`src/rtl/cordic_sincos_iter.sv`:
```
// Iterative rotation-mode CORDIC: one Q2.22 angle in, cos/sin out, one micro-rotation per clock.
// Latency ITERS+1 edges from accept to out_valid. Output is held while out_ready is low. A new angle is taken only in IDLE.
module cordic_sincos_iter #(
    parameter int WIDTH = 24,
    parameter int FRAC  = 22,
    parameter int ITERS = 22
) (
    input  logic             clock,
    input  logic             reset,
    input  logic             io_in_valid,
    output logic             io_in_ready,
    input  logic [WIDTH-1:0] io_in_theta,
    output logic             io_out_valid,
    input  logic             io_out_ready,
    output logic [WIDTH-1:0] io_out_cos,
    output logic [WIDTH-1:0] io_out_sin,
    output logic             io_busy
);

    localparam int CW = $clog2(WIDTH);
    localparam int SH = 22 - FRAC;

    // Constants are tabulated for 22 fractional bits and rescaled to FRAC.
    function automatic logic signed [WIDTH-1:0] q(input int v);
        return WIDTH'(v >>> SH);
    endfunction

    localparam logic signed [WIDTH-1:0] HALF_PI = q(6588397);
    localparam logic signed [WIDTH-1:0] X_INIT  = q(2547003);
    localparam logic signed [WIDTH-1:0] ATAN [WIDTH] = '{
        q(3294198), q(1944679), q(1027515), q(521583), q(261803), q(131029),
        q(65531),   q(32767),   q(16384),   q(8192),   q(4096),   q(2048),
        q(1024),    q(512),     q(256),     q(128),    q(64),     q(32),
        q(16),      q(8),       q(4),       q(2),      q(1),      q(0)
    };

    typedef enum logic [1:0] {S_IDLE, S_RUN, S_DONE} state_t;

    state_t                  r_state, w_state_nxt;
    logic [CW-1:0]           r_cnt;
    logic signed [WIDTH-1:0] r_x, r_y, r_z, r_cos, r_sin;
    logic signed [WIDTH-1:0] w_theta, w_theta_clamp;
    logic signed [WIDTH-1:0] w_x_sh, w_y_sh, w_atan;
    logic signed [WIDTH-1:0] w_x_nxt, w_y_nxt, w_z_nxt;
    logic                    w_accept, w_last, w_neg;

    assign w_theta  = io_in_theta;
    assign w_accept = io_in_valid && io_in_ready;
    // The extra RUN cycle at r_cnt == ITERS moves x/y into the output registers.
    assign w_last   = (r_cnt == CW'(ITERS));

    always_comb begin
        w_theta_clamp = w_theta;
        if (w_theta > HALF_PI)
            w_theta_clamp = HALF_PI;
        else if (w_theta < -HALF_PI)
            w_theta_clamp = -HALF_PI;
    end

    assign w_neg   = r_z[WIDTH-1];
    assign w_x_sh  = r_x >>> r_cnt;
    assign w_y_sh  = r_y >>> r_cnt;
    assign w_atan  = ATAN[r_cnt];
    assign w_x_nxt = w_neg ? r_x + w_y_sh : r_x - w_y_sh;
    assign w_y_nxt = w_neg ? r_y - w_x_sh : r_y + w_x_sh;
    assign w_z_nxt = w_neg ? r_z + w_atan : r_z - w_atan;

    always_ff @(posedge clock) begin
        if (reset)
            r_state <= S_IDLE;
        else
            r_state <= w_state_nxt;
    end

    always_comb begin
        w_state_nxt  = r_state;
        io_in_ready  = 1'b0;
        io_out_valid = 1'b0;
        io_busy      = 1'b1;
        case (r_state)
            S_IDLE: begin
                io_in_ready = 1'b1;
                io_busy     = 1'b0;
                if (io_in_valid)
                    w_state_nxt = S_RUN;
            end
            S_RUN: begin
                if (w_last)
                    w_state_nxt = S_DONE;
            end
            S_DONE: begin
                io_out_valid = 1'b1;
                if (io_out_ready)
                    w_state_nxt = S_IDLE;
            end
            default: w_state_nxt = S_IDLE;
        endcase
    end

    always_ff @(posedge clock) begin
        if (reset) begin
            r_cnt <= '0;
            r_x   <= '0;
            r_y   <= '0;
            r_z   <= '0;
            r_cos <= '0;
            r_sin <= '0;
        end else if (w_accept) begin
            r_cnt <= '0;
            r_x   <= X_INIT;
            r_y   <= '0;
            r_z   <= w_theta_clamp;
        end else if (r_state == S_RUN) begin
            if (w_last) begin
                r_cos <= r_x;
                r_sin <= r_y;
            end else begin
                r_x   <= w_x_nxt;
                r_y   <= w_y_nxt;
                r_z   <= w_z_nxt;
                r_cnt <= r_cnt + 1'b1;
            end
        end
    end

    assign io_out_cos = r_cos;
    assign io_out_sin = r_sin;

endmodule

```
`config.mk`:
```
export PLATFORM = sky130hd
export DESIGN_NAME = cordic_sincos_iter
export DESIGN_NICKNAME = d
export VERILOG_FILES = /design/src/rtl/cordic_sincos_iter.sv
export SDC_FILE = /design/constraint.sdc
export NUM_CORES = 1
export LEC_CHECK = 0
export ABC_AREA = 0
export CORE_ASPECT_RATIO = 1.1
export CORE_MARGIN = 2
export CORE_UTILIZATION = 40
export DETAILED_ROUTE_END_ITERATION = 16
export PLACE_DENSITY = 0.64
export SYNTH_ARGS = -nofsm -noshare
export SYNTH_HDL_FRONTEND = slang
export SYNTH_SLANG_ARGS = --single-unit
```
`constraint.sdc`:
```
create_clock -name clock -period 5.57 [get_ports clock]
set_clock_uncertainty 0.05 [all_clocks]
set_input_delay 1.114 -clock clock [delete_from_list [all_inputs] [get_ports clock]]
set_output_delay 1.114 -clock clock [all_outputs]
set_load 0.01 [all_outputs]
```
==> reports/summary.md <==
The die is 174 um wide. The worst setup path is of the reg2reg kind. The final core area utilization was 0.500; the total via count in the routed design was 13,700. The number of placed instances, taps included, is 2,232. The analysis attributes to net switching a power of 2.44 mW. The post-synthesis async set-or-reset flop share is 0. Among all flip-flop cells after synthesis, the most frequent one is sky130_fd_sc_hd__dfxtp_1. Sorting the synthesized cells by area gives the leading types as sky130_fd_sc_hd__dfxtp_1 20%, sky130_fd_sc_hd__ha_1 8.4%, sky130_fd_sc_hd__a21oi_1 7.6%. Dividing total power by cell area gives a power density of 358 nW/um2. The floorplan has 68 rows. For the number of standard cells after synthesis, the log shows 1,669. The clock net in this run drives a total of 127 sinks. After synthesis the cells add up to 12,700 um2. The normalized max-slew margin is 0.367. STA classifies the critical path endpoint as a flop.

The part of the Yosys area used for sequential elements is 0.200. At the pin with the least slew margin, the transition time is 0.925 ns. The shortest clock period the worst path allows after layout is 5.33 ns, and the simple-gate share of the synthesized area is 0.198.

Clock-pin slew was measured on the worst setup and hold paths at 0.06 ns. The post-synthesis cell type with the largest combined area was sky130_fd_sc_hd__dfxtp_1. No sink is reached through more buffers than the 2 on the longest clock path. The flow ran to the end, and the final reports show no timing, DRC or antenna violations. STA classifies the critical path startpoint as a flop.

At the end of routability-driven placement, the weighted congestion stood at 1.02. The via density per instance was 6.03. For the hold buffer count at cts, the log shows 0. The fmax is 0.188 GHz.

The global-route usage over all layers is 0.294. Once layout is complete, the cells apart from fillers number 2,267. Detailed placement ended at an HPWL of 37.2 mm. The synthesized netlist contains 81 unique library cells. The run gives 17 as the total clock buffers created by CTS. The tools report the timing endpoint of the critical path as r_z[22]. During I/O placement, the number of pins put on the boundary was 79. The reg2reg setup slack was 0.24 ns. The tools report the fraction of power consumed by the clock network as 0.198.

The logs give 0.215 for the part of the total power dissipated in sequential elements and 0.46 ns for the clock latency of the later-clocked register in the worst-skew pair. For this block, the routed nets add up to 49.4 mm of wire. After synthesis, the mean cell area works out to 7.62 um2.

Setup violations remaining at the end of the flow were counted as 0. In the synthesized netlist, the cells that appear most often are 249 x sky130_fd_sc_hd__nand2_1, 193 x sky130_fd_sc_hd__a21oi_1, 131 x sky130_fd_sc_hd__nor2_1, 127 x sky130_fd_sc_hd__dfxtp_1, 87 x sky130_fd_sc_hd__o21ai_0. The die covers 33,200 um2.

The logs give 0 for the number of antenna violations at the first check in global routing and 6.20 nW for the leakage dissipation. Entering global routing, the biggest net connects 79 pins. Number of max-slew violations in the final report: 0.

For the final antenna-violating net count, the log shows 0. STA puts the critical path data arrival time at 5.64 ns. The global-route wire length before repair came out at 75.5 mm.

The critical path goes through buf_12 > buf_12 > buf_4 > buf_4 > ha_1 > a21o_1 > o31ai_1 > inv_1 > and3_1 > and3_1 > a21oi_1 > xor2_1 > ha_1 > a21o_1 > a21o_1 > a21oi_1 > nand2b_1 > o21a_1 > a221oi_2 > o21ai_0 > a21o_1 > nand3_1 > o2111ai_1 > a211oi_1. The internal power contribution was 3.16 mW. In this run the number of H-tree levels came out at 4. Of all nets on the critical path, the largest fanout is 16. The final hold slack was 0.403 ns.

The number of synthesized flops with an enable pin was 0. Tracing the worst setup path back leads to its startpoint at r_cnt[0]. Synthesis-to-finish area growth: 23.1%. The switching portion of total power works out to 0.436. The worst-case IR drop observed on VDD is 0.000239 V. The post-route DRC violation count is 0. The tools report the number of global-route vias before repair as 13,000. The adder-cell share of the synthesized area is 0.0884.

The routed length per placed instance was 21.8 um. Across the run, the number of max-cap violations was 0. After the last flow step, the layout net total stands at 1,950.

The total global routing overflow was 0; the post-synth net total was 1,785. The cell repeated most along the worst path is sky130_fd_sc_hd__a21o_1. The most repeated cell in the gate-level netlist after synthesis is sky130_fd_sc_hd__nand2_1. Fraction of layout instances using a drive strength above 1: 0.174. The tools report the number of failing hold endpoints at the final stage as 0. The root buffer cell chosen for the clock tree is sky130_fd_sc_hd__clkbuf_16. The count of buffers from port buffering is 78. The startpoint identified for the worst register-to-register timing path is r_cnt[0].

The worst min-delay path category is reg2reg. The logs give 5.60 mW for the post-layout total power and 5.88 ns for the data required time of the critical path. Compound-gate portion of the synthesized area: 0.258. Xor and xnor area share after synthesis: 0.0853. Setup repair after global routing could not meet its margin everywhere.

For this run, the number of Yosys warnings is 0. Counting flops and latches in the post-synthesis netlist gives 127. The tools report the effective utilization at floorplan as 0.406. Measured in cells, the most critical reg-to-reg path has a length of 24.

Cell with the largest stage delay on the worst path: sky130_fd_sc_hd__o31ai_1. For this block, the initial DRC count from the detailed router was 1,198. The post-route fraction of the period consumed by the critical path is 0.957, and the worst stage delay on the critical path is 0.45 ns.

Main combinational cell family by area after synthesis: compound AO/OA/AOI/OAI gates. In this run the vertical extent of the chip is 191 um. TritonCTS built the clock tree.

In this run the standard cell core region covers 31,300 um2. The antenna diode count was 0. The top cell type's share of synthesized area works out to 0.200.

The tools report the endpoint of the worst register-to-register path as r_z[22]. The multiplexer area fraction after synthesis is 0.119. The detailed-router iteration count before antenna repair is 6, and the power share of the combinational group is 0.587.
==> layer usage <==
layer | share of wire | vias to the layer above | global-route usage
met3 | 0.058 | 121 | 0.0432
met1 | 0.43 | 6628 | 0.369
li1 | - | 6402 | -
met5 | 0 | - | 0
met2 | 0.47 | 528 | 0.500
met4 | 0.047 | 0 | 0.133
==> how the worst min path moves through the flow <==
stage / startpoint / cells after the start / to
floorplan: r_z[9] / 2 / r_z[9]
global placement: io_out_sin[22] / 2 / io_out_sin[22]
detailed placement: io_out_sin[22] / 2 / io_out_sin[22]
CTS: io_out_sin[22] / 2 / io_out_sin[22]
global route: io_out_sin[19] / 2 / io_out_sin[19]
finish: io_out_sin[22] / 2 / io_out_sin[22]
==> metrics by stage <==
step | cell area, um2 | TNS [ns] | setup slack, ns
4_1_cts | 15500 | 0 | 0.00447
3_3_place_gp | 14900 | 0 | 0.0636
5_1_grt | 15600 | -0.0177 | -0.0157
3_5_place_dp | 14900 | 0 | 0.0551
6_report | 15600 | 0 | 0.239
2_1_floorplan | 12700 | 0 | 0.133
==> flip-flops by register name, summed over array words and instances, names as in the netlist <==
signal      flops
r_x            24
io_out_cos     24
r_y            24
r_cnt           5
r_z            24
io_out_sin     24
r_state         2
==> critical path, delay by kind of cell, from the launching register on <==
family | cells | cell delay, ns
AND/OR/NAND/NOR | 4 | 0.62
buffers and inverters | 5 | 0.80
flip-flops | 1 | 0.37
adder cells (fa/ha/maj) | 2 | 0.45
XOR/XNOR | 1 | 0.10
AO/OA/AOI/OAI | 12 | 2.82
==> cell type report <==
| cell class | count | area (um2) |
|---|---|---|
| Fill cell | 3133 | 15700 |
| Sequential cell | 127 | 2560 |
| Timing Repair Buffer | 255 | 2180 |
| Multi-Input combinational cell | 1389 | 9640 |
| Clock buffer | 18 | 439 |
| Inverter | 44 | 169 |
| Clock inverter | 14 | 130 |
| Tap cell | 420 | 526 |
==> logic make-up (layout without fill, tap and decap cells) <==
logic type,Yosys count,count (layout)
AND/OR/NAND/NOR,558,558
AO/OA/AOI/OAI,519,519
buffers and inverters,153,331
flip-flops,127,127
XOR/XNOR,123,123
multiplexers,101,101
adder cells (fa/ha/maj),88,88
==> power by group through the flow <==
| stage | combinational, mW | sequential, mW | clock (mW) |
|---|---|---|---|
| 4_1_cts | 3.21 | 1.19 | 1.13 |
| 5_1_grt | 3.61 | 1.21 | 1.16 |
| 6_report | 3.29 | 1.20 | 1.11 |
| 3_3_place_gp | 3.15 | 1.21 | 0 |
| 2_1_floorplan | 2.25 | 1.10 | 0 |
| 3_5_place_dp | 3.19 | 1.21 | 0 |
==> what timing repair did <==
action | CTS | global route
hold endpoints to repair | 0 | 0
setup buffers | 0 | 3
endpoints found under the setup margin | 0 | 12
gates resized for setup | 0 | 27
==> placed cells by master (no fill, tap or decap), types with 6 or more instances in the layout <==
cell                              instances
sky130_fd_sc_hd__o21a_1                  10
sky130_fd_sc_hd__or3_1                    8
sky130_fd_sc_hd__nand3_1                 25
sky130_fd_sc_hd__mux4_2                  38
sky130_fd_sc_hd__a22oi_1                  6
sky130_fd_sc_hd__o211ai_1                 9
sky130_fd_sc_hd__a21oi_1                192
sky130_fd_sc_hd__nand4_1                 15
sky130_fd_sc_hd__buf_4                  170
sky130_fd_sc_hd__o21ai_0                 85
sky130_fd_sc_hd__a21o_1                  30
sky130_fd_sc_hd__and2_1                  10
sky130_fd_sc_hd__or2_2                   13
sky130_fd_sc_hd__a31oi_1                 25
sky130_fd_sc_hd__nor3_1                  34
sky130_fd_sc_hd__xnor2_1                 72
sky130_fd_sc_hd__o22ai_1                  6
sky130_fd_sc_hd__inv_1                   43
sky130_fd_sc_hd__nand2_1                249
sky130_fd_sc_hd__xor2_1                  50
sky130_fd_sc_hd__nand2b_1                19
sky130_fd_sc_hd__mux2_2                  19
sky130_fd_sc_hd__dfxtp_1                122
sky130_fd_sc_hd__buf_12                   6
sky130_fd_sc_hd__a2111oi_0                6
sky130_fd_sc_hd__mux2i_1                 44
sky130_fd_sc_hd__o21bai_1                14
sky130_fd_sc_hd__clkdlybuf4s50_1         77
sky130_fd_sc_hd__ha_1                    84
sky130_fd_sc_hd__clkbuf_16               17
sky130_fd_sc_hd__and3_1                  14
sky130_fd_sc_hd__a211oi_1                28
sky130_fd_sc_hd__o31ai_1                 17
sky130_fd_sc_hd__nor2b_1                 20
sky130_fd_sc_hd__nor2_1                 130
(Power assumes the default switching activity.)
